**config.mk**
```make
export PLATFORM = sky130hd
export DESIGN_NAME = uart_rx_ctrl
export DESIGN_NICKNAME = d
export VERILOG_FILES = /design/src/rtl/uart_rx_pkg.sv /design/src/rtl/uart_rx_fifo.sv /design/src/rtl/uart_rx_ctrl.sv
export SDC_FILE = /design/constraint.sdc
export NUM_CORES = 1
export LEC_CHECK = 0
export BUFFER_PORTS_ARGS = -buffer_cell sky130_fd_sc_hd__buf_2
export CAP_MARGIN = 5
export CORE_ASPECT_RATIO = 0.8
export CORE_MARGIN = 2
export CORE_UTILIZATION = 65
export DETAILED_ROUTE_END_ITERATION = 8
export PLACE_DENSITY = 0.83
export SYNTH_ARGS = -nofsm -noshare
export SYNTH_HDL_FRONTEND = slang
export SYNTH_SLANG_ARGS = --single-unit
```
**constraint.sdc**
```tcl
create_clock -name clk -period 8.3 [get_ports clk]
set_input_delay 1.66 -clock clk [delete_from_list [all_inputs] [get_ports clk]]
set_output_delay 1.66 -clock clk [all_outputs]
set_load 0.1 [all_outputs]
```
**src/rtl/uart_rx_pkg.sv**
```systemverilog
// Shared types for the UART receive path: FSM states, FIFO entry layout and counter-width helper.
// Pure declarations; no timing or backpressure of its own.
package uart_rx_pkg;

  localparam int MAX_DATA_WIDTH = 8;

  typedef enum logic [2:0] {
    ST_IDLE,
    ST_START,
    ST_DATA,
    ST_PARITY,
    ST_STOP,
    ST_WAIT_IDLE
  } rx_state_e;

  typedef struct packed {
    logic                      frame_err;
    logic                      parity_err;
    logic [MAX_DATA_WIDTH-1:0] data;
  } rx_entry_s;

  function automatic int cnt_w(input int n);
    return (n < 2) ? 1 : $clog2(n);
  endfunction

endpackage

```
**src/rtl/uart_rx_fifo.sv**
```systemverilog
// First-word-fall-through FIFO of received frames; head valid the cycle after the push edge.
// Backpressure: a push while full is ignored unless a pop happens in the same cycle.
module uart_rx_fifo
  import uart_rx_pkg::*;
#(
  parameter int DEPTH = 8
) (
  input  logic                   clk,
  input  logic                   rst,
  input  logic                   i_push_vld,
  input  rx_entry_s              i_push_dat,
  input  logic                   i_pop_rdy,
  output logic                   o_head_vld,
  output rx_entry_s              o_head_dat,
  output logic                   o_full,
  output logic [$clog2(DEPTH):0] o_count
);

  localparam int PTR_W = $clog2(DEPTH);
  localparam int CNT_W = PTR_W + 1;

  rx_entry_s        r_mem [DEPTH];
  logic [PTR_W-1:0] r_wr_ptr;
  logic [PTR_W-1:0] r_rd_ptr;
  logic [CNT_W-1:0] r_count;
  logic             w_pop;
  logic             w_push;

  assign o_head_vld = (r_count != '0);
  assign o_full     = (r_count == CNT_W'(DEPTH));
  assign o_count    = r_count;
  assign w_pop      = i_pop_rdy & o_head_vld;
  assign w_push     = i_push_vld & (~o_full | w_pop);
  // Stale memory is never visible: the head is forced to zero while empty.
  assign o_head_dat = o_head_vld ? r_mem[r_rd_ptr] : '0;

  always_ff @(posedge clk) begin
    if (w_push) r_mem[r_wr_ptr] <= i_push_dat;
  end

  always_ff @(posedge clk or negedge rst) begin
    if (!rst) begin
      r_wr_ptr <= '0;
      r_rd_ptr <= '0;
      r_count  <= '0;
    end else begin
      if (w_push) r_wr_ptr <= r_wr_ptr + 1'b1;
      if (w_pop)  r_rd_ptr <= r_rd_ptr + 1'b1;
      case ({w_push, w_pop})
        2'b10:   r_count <= r_count + 1'b1;
        2'b01:   r_count <= r_count - 1'b1;
        default: r_count <= r_count;
      endcase
    end
  end

endmodule

```
**src/rtl/uart_rx_ctrl.sv**
```systemverilog
// Oversampling UART receiver into a FWFT FIFO; frame pushed at mid last stop bit, head visible next cycle.
// Backpressure: frames arriving with a full FIFO are dropped and flagged by sticky overrun.
module uart_rx_ctrl
  import uart_rx_pkg::*;
#(
  parameter int DATA_WIDTH = 8,
  parameter int PARITY_EN  = 0,
  parameter int PARITY_ODD = 0,
  parameter int STOP_BITS  = 1,
  parameter int OVERSAMPLE = 16,
  parameter int CLK_DIV    = 4,
  parameter int FIFO_DEPTH = 8
) (
  input  logic                        clk,
  input  logic                        rst,
  input  logic                        rx,
  output logic                        m_valid,
  input  logic                        m_ready,
  output logic [DATA_WIDTH-1:0]       m_data,
  output logic                        m_parity_err,
  output logic                        m_frame_err,
  output logic [$clog2(FIFO_DEPTH):0] fifo_count,
  output logic                        overrun,
  input  logic                        clr_overrun,
  output logic                        break_det
);

  localparam int DIV_W  = cnt_w(CLK_DIV);
  localparam int SCNT_W = cnt_w(OVERSAMPLE);
  localparam int IDX_W  = cnt_w(DATA_WIDTH);
  localparam logic [DIV_W-1:0]  DIV_LAST  = DIV_W'(CLK_DIV - 1);
  localparam logic [SCNT_W-1:0] MID_START = SCNT_W'(OVERSAMPLE / 2 - 1);
  localparam logic [SCNT_W-1:0] MID_BIT   = SCNT_W'(OVERSAMPLE - 1);
  localparam logic [IDX_W-1:0]  IDX_LAST  = IDX_W'(DATA_WIDTH - 1);
  localparam logic              ODD       = 1'(PARITY_ODD);

  rx_state_e           r_state, w_next;
  logic                r_sync1, r_sync2;
  logic [DIV_W-1:0]    r_div;
  logic [SCNT_W-1:0]   r_s_cnt;
  logic [IDX_W-1:0]    r_idx;
  logic [DATA_WIDTH-1:0] r_data;
  logic                r_par_err, r_par_bit, r_frame_err, r_stop_idx;
  logic                w_rx_s, w_tick, w_mid, w_stop_last;
  logic                w_push, w_fe_now, w_break, w_full, w_drop;
  rx_entry_s           w_push_dat, w_head;

  always_ff @(posedge clk or negedge rst) begin
    if (!rst) {r_sync2, r_sync1} <= 2'b11;
    else      {r_sync2, r_sync1} <= {r_sync1, rx};
  end
  assign w_rx_s = r_sync2;

  always_ff @(posedge clk or negedge rst) begin
    if (!rst)        r_div <= '0;
    else if (w_tick) r_div <= '0;
    else             r_div <= r_div + 1'b1;
  end
  assign w_tick = (r_div == DIV_LAST);

  // START samples half a bit in; later states sample a full bit later, i.e. mid-bit.
  assign w_mid       = w_tick && (r_s_cnt == ((r_state == ST_START) ? MID_START : MID_BIT));
  assign w_stop_last = (STOP_BITS == 1) || r_stop_idx;

  always_ff @(posedge clk or negedge rst) begin
    if (!rst) r_state <= ST_IDLE;
    else      r_state <= w_next;
  end

  always_comb begin
    w_next = r_state;
    case (r_state)
      ST_IDLE:      if (!w_rx_s) w_next = ST_START;
      ST_START:     if (w_mid) w_next = w_rx_s ? ST_IDLE : ST_DATA;
      ST_DATA:      if (w_mid && r_idx == IDX_LAST) w_next = (PARITY_EN != 0) ? ST_PARITY : ST_STOP;
      ST_PARITY:    if (w_mid) w_next = ST_STOP;
      ST_STOP:      if (w_mid && w_stop_last) w_next = w_fe_now ? ST_WAIT_IDLE : ST_IDLE;
      ST_WAIT_IDLE: if (w_rx_s) w_next = ST_IDLE;
      default:      w_next = ST_IDLE;
    endcase
  end

  always_comb begin
    w_push   = 1'b0;
    w_fe_now = r_frame_err | ~w_rx_s;
    w_break  = 1'b0;
    if (r_state == ST_STOP && w_mid && w_stop_last) begin
      w_push  = 1'b1;
      w_break = w_fe_now && (r_data == '0) && !r_par_bit;
    end
  end

  always_ff @(posedge clk or negedge rst) begin
    if (!rst) begin
      r_s_cnt     <= '0;
      r_idx       <= '0;
      r_data      <= '0;
      r_par_err   <= 1'b0;
      r_par_bit   <= 1'b0;
      r_frame_err <= 1'b0;
      r_stop_idx  <= 1'b0;
    end else if (r_state == ST_IDLE || r_state == ST_WAIT_IDLE) begin
      r_s_cnt <= '0;
    end else if (w_tick) begin
      r_s_cnt <= w_mid ? '0 : r_s_cnt + 1'b1;
      if (w_mid) begin
        case (r_state)
          ST_START: begin
            r_idx       <= '0;
            r_data      <= '0;
            r_par_err   <= 1'b0;
            r_par_bit   <= 1'b0;
            r_frame_err <= 1'b0;
            r_stop_idx  <= 1'b0;
          end
          ST_DATA: begin
            r_data[r_idx] <= w_rx_s;
            r_idx         <= r_idx + 1'b1;
          end
          ST_PARITY: begin
            r_par_bit <= w_rx_s;
            r_par_err <= ((^r_data) ^ w_rx_s) != ODD;
          end
          ST_STOP: begin
            if (!w_rx_s) r_frame_err <= 1'b1;
            r_stop_idx <= 1'b1;
          end
          default: ;
        endcase
      end
    end
  end

  assign w_push_dat.frame_err  = w_fe_now;
  assign w_push_dat.parity_err = r_par_err;
  assign w_push_dat.data       = MAX_DATA_WIDTH'(r_data);

  uart_rx_fifo #(.DEPTH(FIFO_DEPTH)) u_fifo (
    .clk        (clk),
    .rst        (rst),
    .i_push_vld (w_push),
    .i_push_dat (w_push_dat),
    .i_pop_rdy  (m_ready),
    .o_head_vld (m_valid),
    .o_head_dat (w_head),
    .o_full     (w_full),
    .o_count    (fifo_count)
  );

  assign w_drop = w_push & w_full & ~(m_valid & m_ready);

  always_ff @(posedge clk or negedge rst) begin
    if (!rst)             overrun <= 1'b0;
    else if (w_drop)      overrun <= 1'b1;
    else if (clr_overrun) overrun <= 1'b0;
  end

  assign m_data       = w_head.data[DATA_WIDTH-1:0];
  assign m_parity_err = w_head.parity_err;
  assign m_frame_err  = w_head.frame_err;
  assign break_det    = w_break;

endmodule

```
==> flow_metrics.py, run 1 <==
metrics = {
    "timing": {
        "fin_tns_setup_ns": 0,
        "setup_violations": 0,
        "final_max_slew_viol_count": 0,
        "worst_pin_slew_ns": 1.11,
        "max-slew-margin-rel_pct": 25.7,
        "max_freq_mhz": 222,
        "clock_skew_ns": 0.00888,
        "rsz0062_at_grt": "false",
        "post-route-period-util_pct": 54.2,
        "fin_crit_ns": 4.50,
        "hold_violations": 0,
    },
    "synth": {
        "ys_ff_latch": 116,
        "async_reset_ff_share_pct": 31.0,
        "ys_seq_area_share_pct": 63.4,
        "syn_inst": 366,
        "syn_avg_cell_area_um2": 14.3,
        "synth-edff-count": 80,
        "syn-num-nets": 382,
        "ys_types": 52,
        "synth.top_cell.area_share_pct": 46.0,
        "ys_top_cells_by_area": "edfxtp_1, dfrtp_1, mux4_2, ha_1, mux2i_1",
        "ys.flop_type": "edfxtp_1",
        "synth_area_um2": 5220,
        "synth_warnings": 0,
        "yosysTopAreaCell": "edfxtp_1",
    },
    "route": {
        "drt_iter0_markers": 298,
        "viasPerCell": 6.54,
        "wl_per_cell_um": 23.3,
        "first_pass_iters": 5,
        "route.detailed.drc": 0,
        "vias": 3351,
        "ant_nets": 0,
        "wl_mm": 11.9,
    },
    "worst_setup_path": {
        "critPathKind": "register to output port",
        "end_kind": "output port",
        "critical_path.max_fanout": 12,
        "arrival_ns": 2.84,
        "critPathLaunchType": "register",
        "cp.required_ns": 6.64,
    },
    "floorplan": {
        "dieArea_um2": 8760,
        "die_height_um": 84.1,
        "ios": 22,
        "coreArea_um2": 7870,
        "rows": 29,
        "initial_core_util_pct": 66.3,
        "die_w_um": 104,
    },
    "status": {
        "outcome": "finished, final reports clean",
    },
    "cts": {
        "cts-resized-gates": 0,
        "htree_levels": 4,
        "cts_buffers": 17,
        "root_buffer": "clkbuf_8",
        "ctsHoldBuffers": 0,
        "path_clk_slew_ns": 0.06,
        "cts_max_path_buffers": 2,
        "cts.sinks": 116,
        "cts_tree": "built",
        "insertion_delay_ns": 0.51,
        "cts_setup_buffers": 0,
    },
    "placed_design": {
        "io_buffers": 21,
        "hpwlAfterDp_mm": 6.67,
        "gp_congestion": 0.834,
    },
    "finish": {
        "post-route-util_pct": 76.7,
        "diodes": 0,
        "fillers": 439,
        "final_cell_mix": "edfxtp_1, dfrtp_1, nor2_1, buf_2, mux4_2",
        "multiInputGateArea_um2": 1780,
        "drive_gt1_share_pct": 22.8,
        "final_common_cell": "edfxtp_1",
        "regArea_um2": 3310,
        "area_delta_synth_final_pct": 15.7,
        "finalNetCount": 407,
    },
    "global_route": {
        "grt_pass1_wl_mm": 19.1,
        "grt_pass1_vias": 3357,
        "grt_max_degree": 37,
        "antenna_found_initial": 0,
        "grt_overflow": 0,
        "track_usage_pct": 30.0,
    },
    "worst_hold_path": {
        "hold_path.class": "register to register",
    },
    "power": {
        "p_leak_nw": 2.42,
        "vdd_drop_max_v": 0.000198,
        "p_per_area_nw_per_um2": 309,
    },
    "job": {
        "maxCapViolCount": 0,
    },
}
-- Yosys cell counts (2+ instances only) --
library cell	n
nor2b_1	6
edfxtp_1	80
nor3b_1	4
nor2_1	30
buf_1	2
mux2i_1	12
clkbuf_1	15
nand4_1	2
nand3_1	8
o21ai_0	18
mux2_2	2
o211ai_1	3
dfstp_2	2
nand2_1	18
ha_1	11
mux4_2	20
nand2b_1	8
a22o_1	5
a21oi_1	9
buf_2	4
inv_1	14
and3b_1	2
nor3_1	10
a31oi_1	3
dfrtp_1	34
nor4_1	3
and3_1	2
a211oi_1	3
xnor2_1	10
xor2_1	4
-- state kept, by name (all words and copies together) (netlist names) --
name / count
r_data: 8
r_frame_err: 1
r_sync2: 1
u_fifo.r_mem: 80
r_par_err: 1
r_idx: 3
r_sync1: 1
u_fifo.o_count: 4
u_fifo.r_rd_ptr: 3
overrun: 1
r_div: 2
u_fifo.r_wr_ptr: 3
r_par_bit: 1
r_s_cnt: 4
r_state: 3
-- metrics by stage --
step	cell area (µm²)	hold slack [ns]	std cells	power, mW	setup WS (ns)
floorplan	5220	0.345	366	1.04	3.43
global placement	5430	0.351	480	1.09	4.51
detailed placement	5430	0.349	480	1.11	4.43
CTS	6040	0.354	512	1.87	3.78
global route	6040	0.352	512	1.93	3.59
finish	6040	0.352	512	1.86	3.80
-- final cells by class --
| cell class | count | share of cell area (%) |
|---|---|---|
| Sequential cell | 116 | 54.8 |
| Multi-Input combinational cell | 214 | 29.4 |
| Clock buffer | 17 | 6.86 |
| Clock inverter | 15 | 3.23 |
| Timing Repair Buffer | 28 | 2.61 |
| Tap cell | 108 | 2.24 |
| Inverter | 14 | 0.870 |
-- cell families after synthesis --
| family | share of synthesized area (%) |
|---|---|
| and+or+nand+nor | 9.78 |
| AOI/OAI and AO/OA | 7.39 |
| xor gates and xnor gates | 2.35 |
| DFF | 63.4 |
| muxes | 11.7 |
| buffers and inverters | 2.83 |
| adders and majority gates | 2.64 |
-- layer usage --
layer	global-route usage, %	up-vias	wire length [µm]
met5	0	-	0
met4	8.85	0	221
met3	9.47	37	768
met2	48.9	173	6090
met1	39.7	1693	4840
li1	-	1448	-
-- power breakdown --
part           switching, mW  internal, mW  total (mW)  leakage (nW)
clock                  0.281         0.465       0.746         0.292
sequential             0.119         0.639       0.758          1.38
combinational          0.218         0.141       0.359         0.750
total                  0.618          1.25        1.86          2.42
-- worst paths after layout --
| check | cells after the start | slack [ns] | end | startpoint |
|---|---|---|---|---|
| min in group asynchronous | 1 | 1.25 | r_s_cnt[1] | rst |
| min reg2reg | 0 | 0.35 | r_sync2 | r_sync1 |
| max in group asynchronous | 1 | 6.53 | u_fifo.r_wr_ptr[2] | rst |
| max reg2reg | 4 | 5.19 | u_fifo.r_mem[7][2] | r_s_cnt[3] |
| max | 5 | 3.80 | m_frame_err | u_fifo.r_rd_ptr[0] |
| min | 0 | 0.35 | r_sync2 | r_sync1 |
-- critical path: stages (launching register included) --
cell,delay [ns]
dfrtp_1,0.88
buf_4,0.38
mux4_2,0.53
mux2i_1,0.18
nor2_1,0.06
buf_2,0.29
(Power assumes the default switching activity.)
==> run 2: changes to the inputs <==
Settings changed: ABC_AREA set to 1, CORE_UTILIZATION 65 to 55, PLACE_DENSITY 0.83 to 0.75.
Clock period 8.3 ns to 4.1 ns, I/O delays scaled along.
==> run 2 against run 1 <==
Compared with the run above:
- cell count grew 24%
- via count grew 7.3%
- combinational power grew to 5.2 times the previous value
- global-route usage shrank 7.7 points
- die area grew 15%
- area after synthesis shrank 2.0%
- design area shrank 0.70%
- highest routed layer unchanged
- clock power grew 100%
- largest power group is now combinational cells
- clock skew is essentially flat
==> flow_metrics.py, run 2 <==
metrics = {
    "timing": {
        "post-route-period-util_pct": 82.3,
        "worst_pin_slew_ns": 0.949,
        "hold_violations": 0,
        "fin_crit_ns": 3.37,
        "final_max_slew_viol_count": 0,
        "max_freq_mhz": 296,
        "rsz0062_at_grt": "false",
        "setup_violations": 0,
        "fin_tns_setup_ns": 0,
        "max-slew-margin-rel_pct": 36.3,
        "clock_skew_ns": 0.00850,
    },
    "synth": {
        "synth.top_cell.area_share_pct": 47.0,
        "syn_avg_cell_area_um2": 10.7,
        "synthSimpleGateAreaFrac_pct": 17.8,
        "synth_warnings": 0,
        "syn_inst": 476,
        "synth-edff-count": 80,
        "synth_area_um2": 5110,
        "yosysTopAreaCell": "edfxtp_1",
        "synth-compound-area-share_pct": 9.10,
        "async_reset_ff_share_pct": 31.0,
        "ys_ff_latch": 116,
        "post-synth-top-count-cell": "nor2_1",
        "ys_types": 32,
        "synthMuxAreaShare_pct": 0,
        "synth_top_family_by_area": "simple AND/OR/NAND/NOR gates",
        "synthAdderAreaFrac_pct": 2.69,
        "syn-num-nets": 492,
        "synthXorXnorAreaFrac_pct": 1.54,
        "ys_top_cells_by_area": "edfxtp_1, dfrtp_1, nor2_1, nand2_1, o21ai_0",
        "ys_seq_area_share_pct": 64.6,
        "synthTopCellsByCount": "nor2_1, edfxtp_1, nand2_1",
        "ys.flop_type": "edfxtp_1",
    },
    "cts": {
        "cts_tree": "built",
        "cts-resized-gates": 0,
        "path_clk_slew_ns": 0.06,
        "cts.sinks": 116,
        "ctsHoldBuffers": 0,
        "cts_setup_buffers": 0,
        "insertion_delay_ns": 0.41,
        "htree_levels": 4,
        "cts_max_path_buffers": 2,
        "cts_buffers": 17,
        "root_buffer": "clkbuf_16",
    },
    "route": {
        "vias": 3594,
        "route.detailed.drc": 0,
        "ant_nets": 0,
        "wl_mm": 10.5,
        "viasPerCell": 5.64,
        "drt_iter0_markers": 373,
        "wl_per_cell_um": 16.6,
        "first_pass_iters": 5,
    },
    "finish": {
        "diodes": 0,
        "max_flop_register": "u_fifo.r_mem",
        "largest_reg_flops": 80,
        "fillers": 663,
        "finalNetCount": 525,
        "area_delta_synth_final_pct": 17.2,
        "final_common_cell": "nor2_1",
        "drive_gt1_share_pct": 16.1,
        "final_cell_mix": "nor2_1, edfxtp_1, nand2_1, o21ai_0",
        "top_regs": "u_fifo.r_mem (80), r_data (8)",
    },
    "worst_setup_path": {
        "rr_worst_depth": 7,
        "r2r_slack_ns": 1.34,
        "critical_path.max_fanout": 31,
        "cpMostUsedCell": "o21ai_0",
        "crit_path_max_incr_delay_ns": 0.95,
        "cp_slowest_cell": "dfrtp_1",
        "r2r_end": "u_fifo.r_mem[4][7]",
        "arrival_ns": 2.55,
        "critical_path_buf_inv_count": 2,
        "crit_chain": "buf_4, o21ai_0, o32ai_1, o21ai_0, nor2_1, buf_2",
        "r2r_start": "r_div[0]",
        "critPathKind": "register to output port",
        "path_delay_family": "flip-flops",
        "cp.required_ns": 3.28,
        "end_kind": "output port",
        "critPathLaunchType": "register",
    },
    "global_route": {
        "grt_max_degree": 42,
        "antenna_found_initial": 0,
        "grt_pass1_wl_mm": 17.6,
        "grt_pass1_vias": 3570,
        "track_usage_pct": 22.3,
        "grt_overflow": 0,
    },
    "power": {
        "vdd_drop_max_v": 0.000713,
        "p_leak_nw": 2.52,
        "p_per_area_nw_per_um2": 797,
        "power_mw": 4.78,
    },
    "job": {
        "maxCapViolCount": 0,
    },
    "floorplan": {
        "ios": 22,
        "die_w_um": 112,
        "dieArea_um2": 10100,
        "rows": 31,
        "initial_core_util_pct": 56.6,
        "coreArea_um2": 9040,
        "die_height_um": 90.2,
    },
    "placed_design": {
        "io_buffers": 21,
        "gp_congestion": 0.846,
        "hpwlAfterDp_mm": 6.79,
    },
    "worst_hold_path": {
        "hold_path.class": "register to register",
        "whs_path_depth": 0,
        "min_from": "r_sync1",
        "hold-path-endpoint": "r_sync2",
    },
    "status": {
        "outcome": "finished, final reports clean",
    },
}
-- run 2: power by group --
group	internal, mW	leakage, nW	switching (mW)
logic	0.395	0.921	1.48
registers	1.30	1.31	0.112
clock network	0.959	0.288	0.535
-- run 2: per-stage QoR --
stage          util (%)  cell area (µm²)  cells  hold WS [ns]  setup WS [ns]
6_report           66.3             5990    637         0.356          0.726
2_1_floorplan         -             5120    476         0.345         0.0142
5_1_grt            66.3             5990    637         0.357          0.590
3_5_place_dp       59.6             5390    605         0.349           1.16
4_1_cts            66.3             5990    637         0.357          0.728
3_3_place_gp       59.6             5390    605         0.347           1.23
-- run 2: metal layers --
layer  global-route usage (%)  wire length (µm)  up-vias
li1                         -                 -     1734
met1                     31.1              4810     1734
met4                     8.23               139        0
met3                     6.27               540       15
met2                     33.6              5050      111
met5                        0                 0        -
-- run 2: final cells by class --
class	count	area, µm²	share of cell area, %
Sequential cell	116	3310	55.1
Multi-Input combinational cell	305	1600	26.7
Clock buffer	17	425	7.10
Timing Repair Buffer	32	200	3.34
Clock inverter	15	179	2.98
Tap cell	115	144	2.40
Inverter	37	139	2.32
-- run 2: cells by family (layout without fill, tap and decap cells) --
family | Yosys count | after routing
buffers and inverters | 55 | 101
flip-flops | 116 | 116
AND/OR/NAND/NOR | 210 | 210
AO/OA/AOI/OAI | 75 | 75
XOR/XNOR | 9 | 9
adder cells (fa/ha/maj) | 11 | 11
-- run 2: how the worst max path moves through the flow --
| stage | from | to | slack, ns | cells after the start |
|---|---|---|---|---|
| after detailed placement | u_fifo.r_rd_ptr[1] | m_data[3] | 1.16 | 6 |
| after global placement | u_fifo.r_rd_ptr[1] | m_data[2] | 1.23 | 6 |
| after global routing | u_fifo.r_rd_ptr[1] | m_data[2] | 0.59 | 6 |
| final | u_fifo.r_rd_ptr[1] | m_data[4] | 0.73 | 6 |
| after floorplan | u_fifo.o_count[1] | m_data[3] | 0.01 | 5 |
| after CTS | u_fifo.r_rd_ptr[1] | m_data[3] | 0.73 | 6 |
-- run 2: worst register-to-register path, cell delays in order (launching register included) --
cell and delay (ns):
dfrtp_1 0.36, ha_1 0.24, nand3_1 0.20, nor2_4 0.23, nand3_2 0.12, or2_4 0.28
nor3_1 0.73, buf_4 0.32
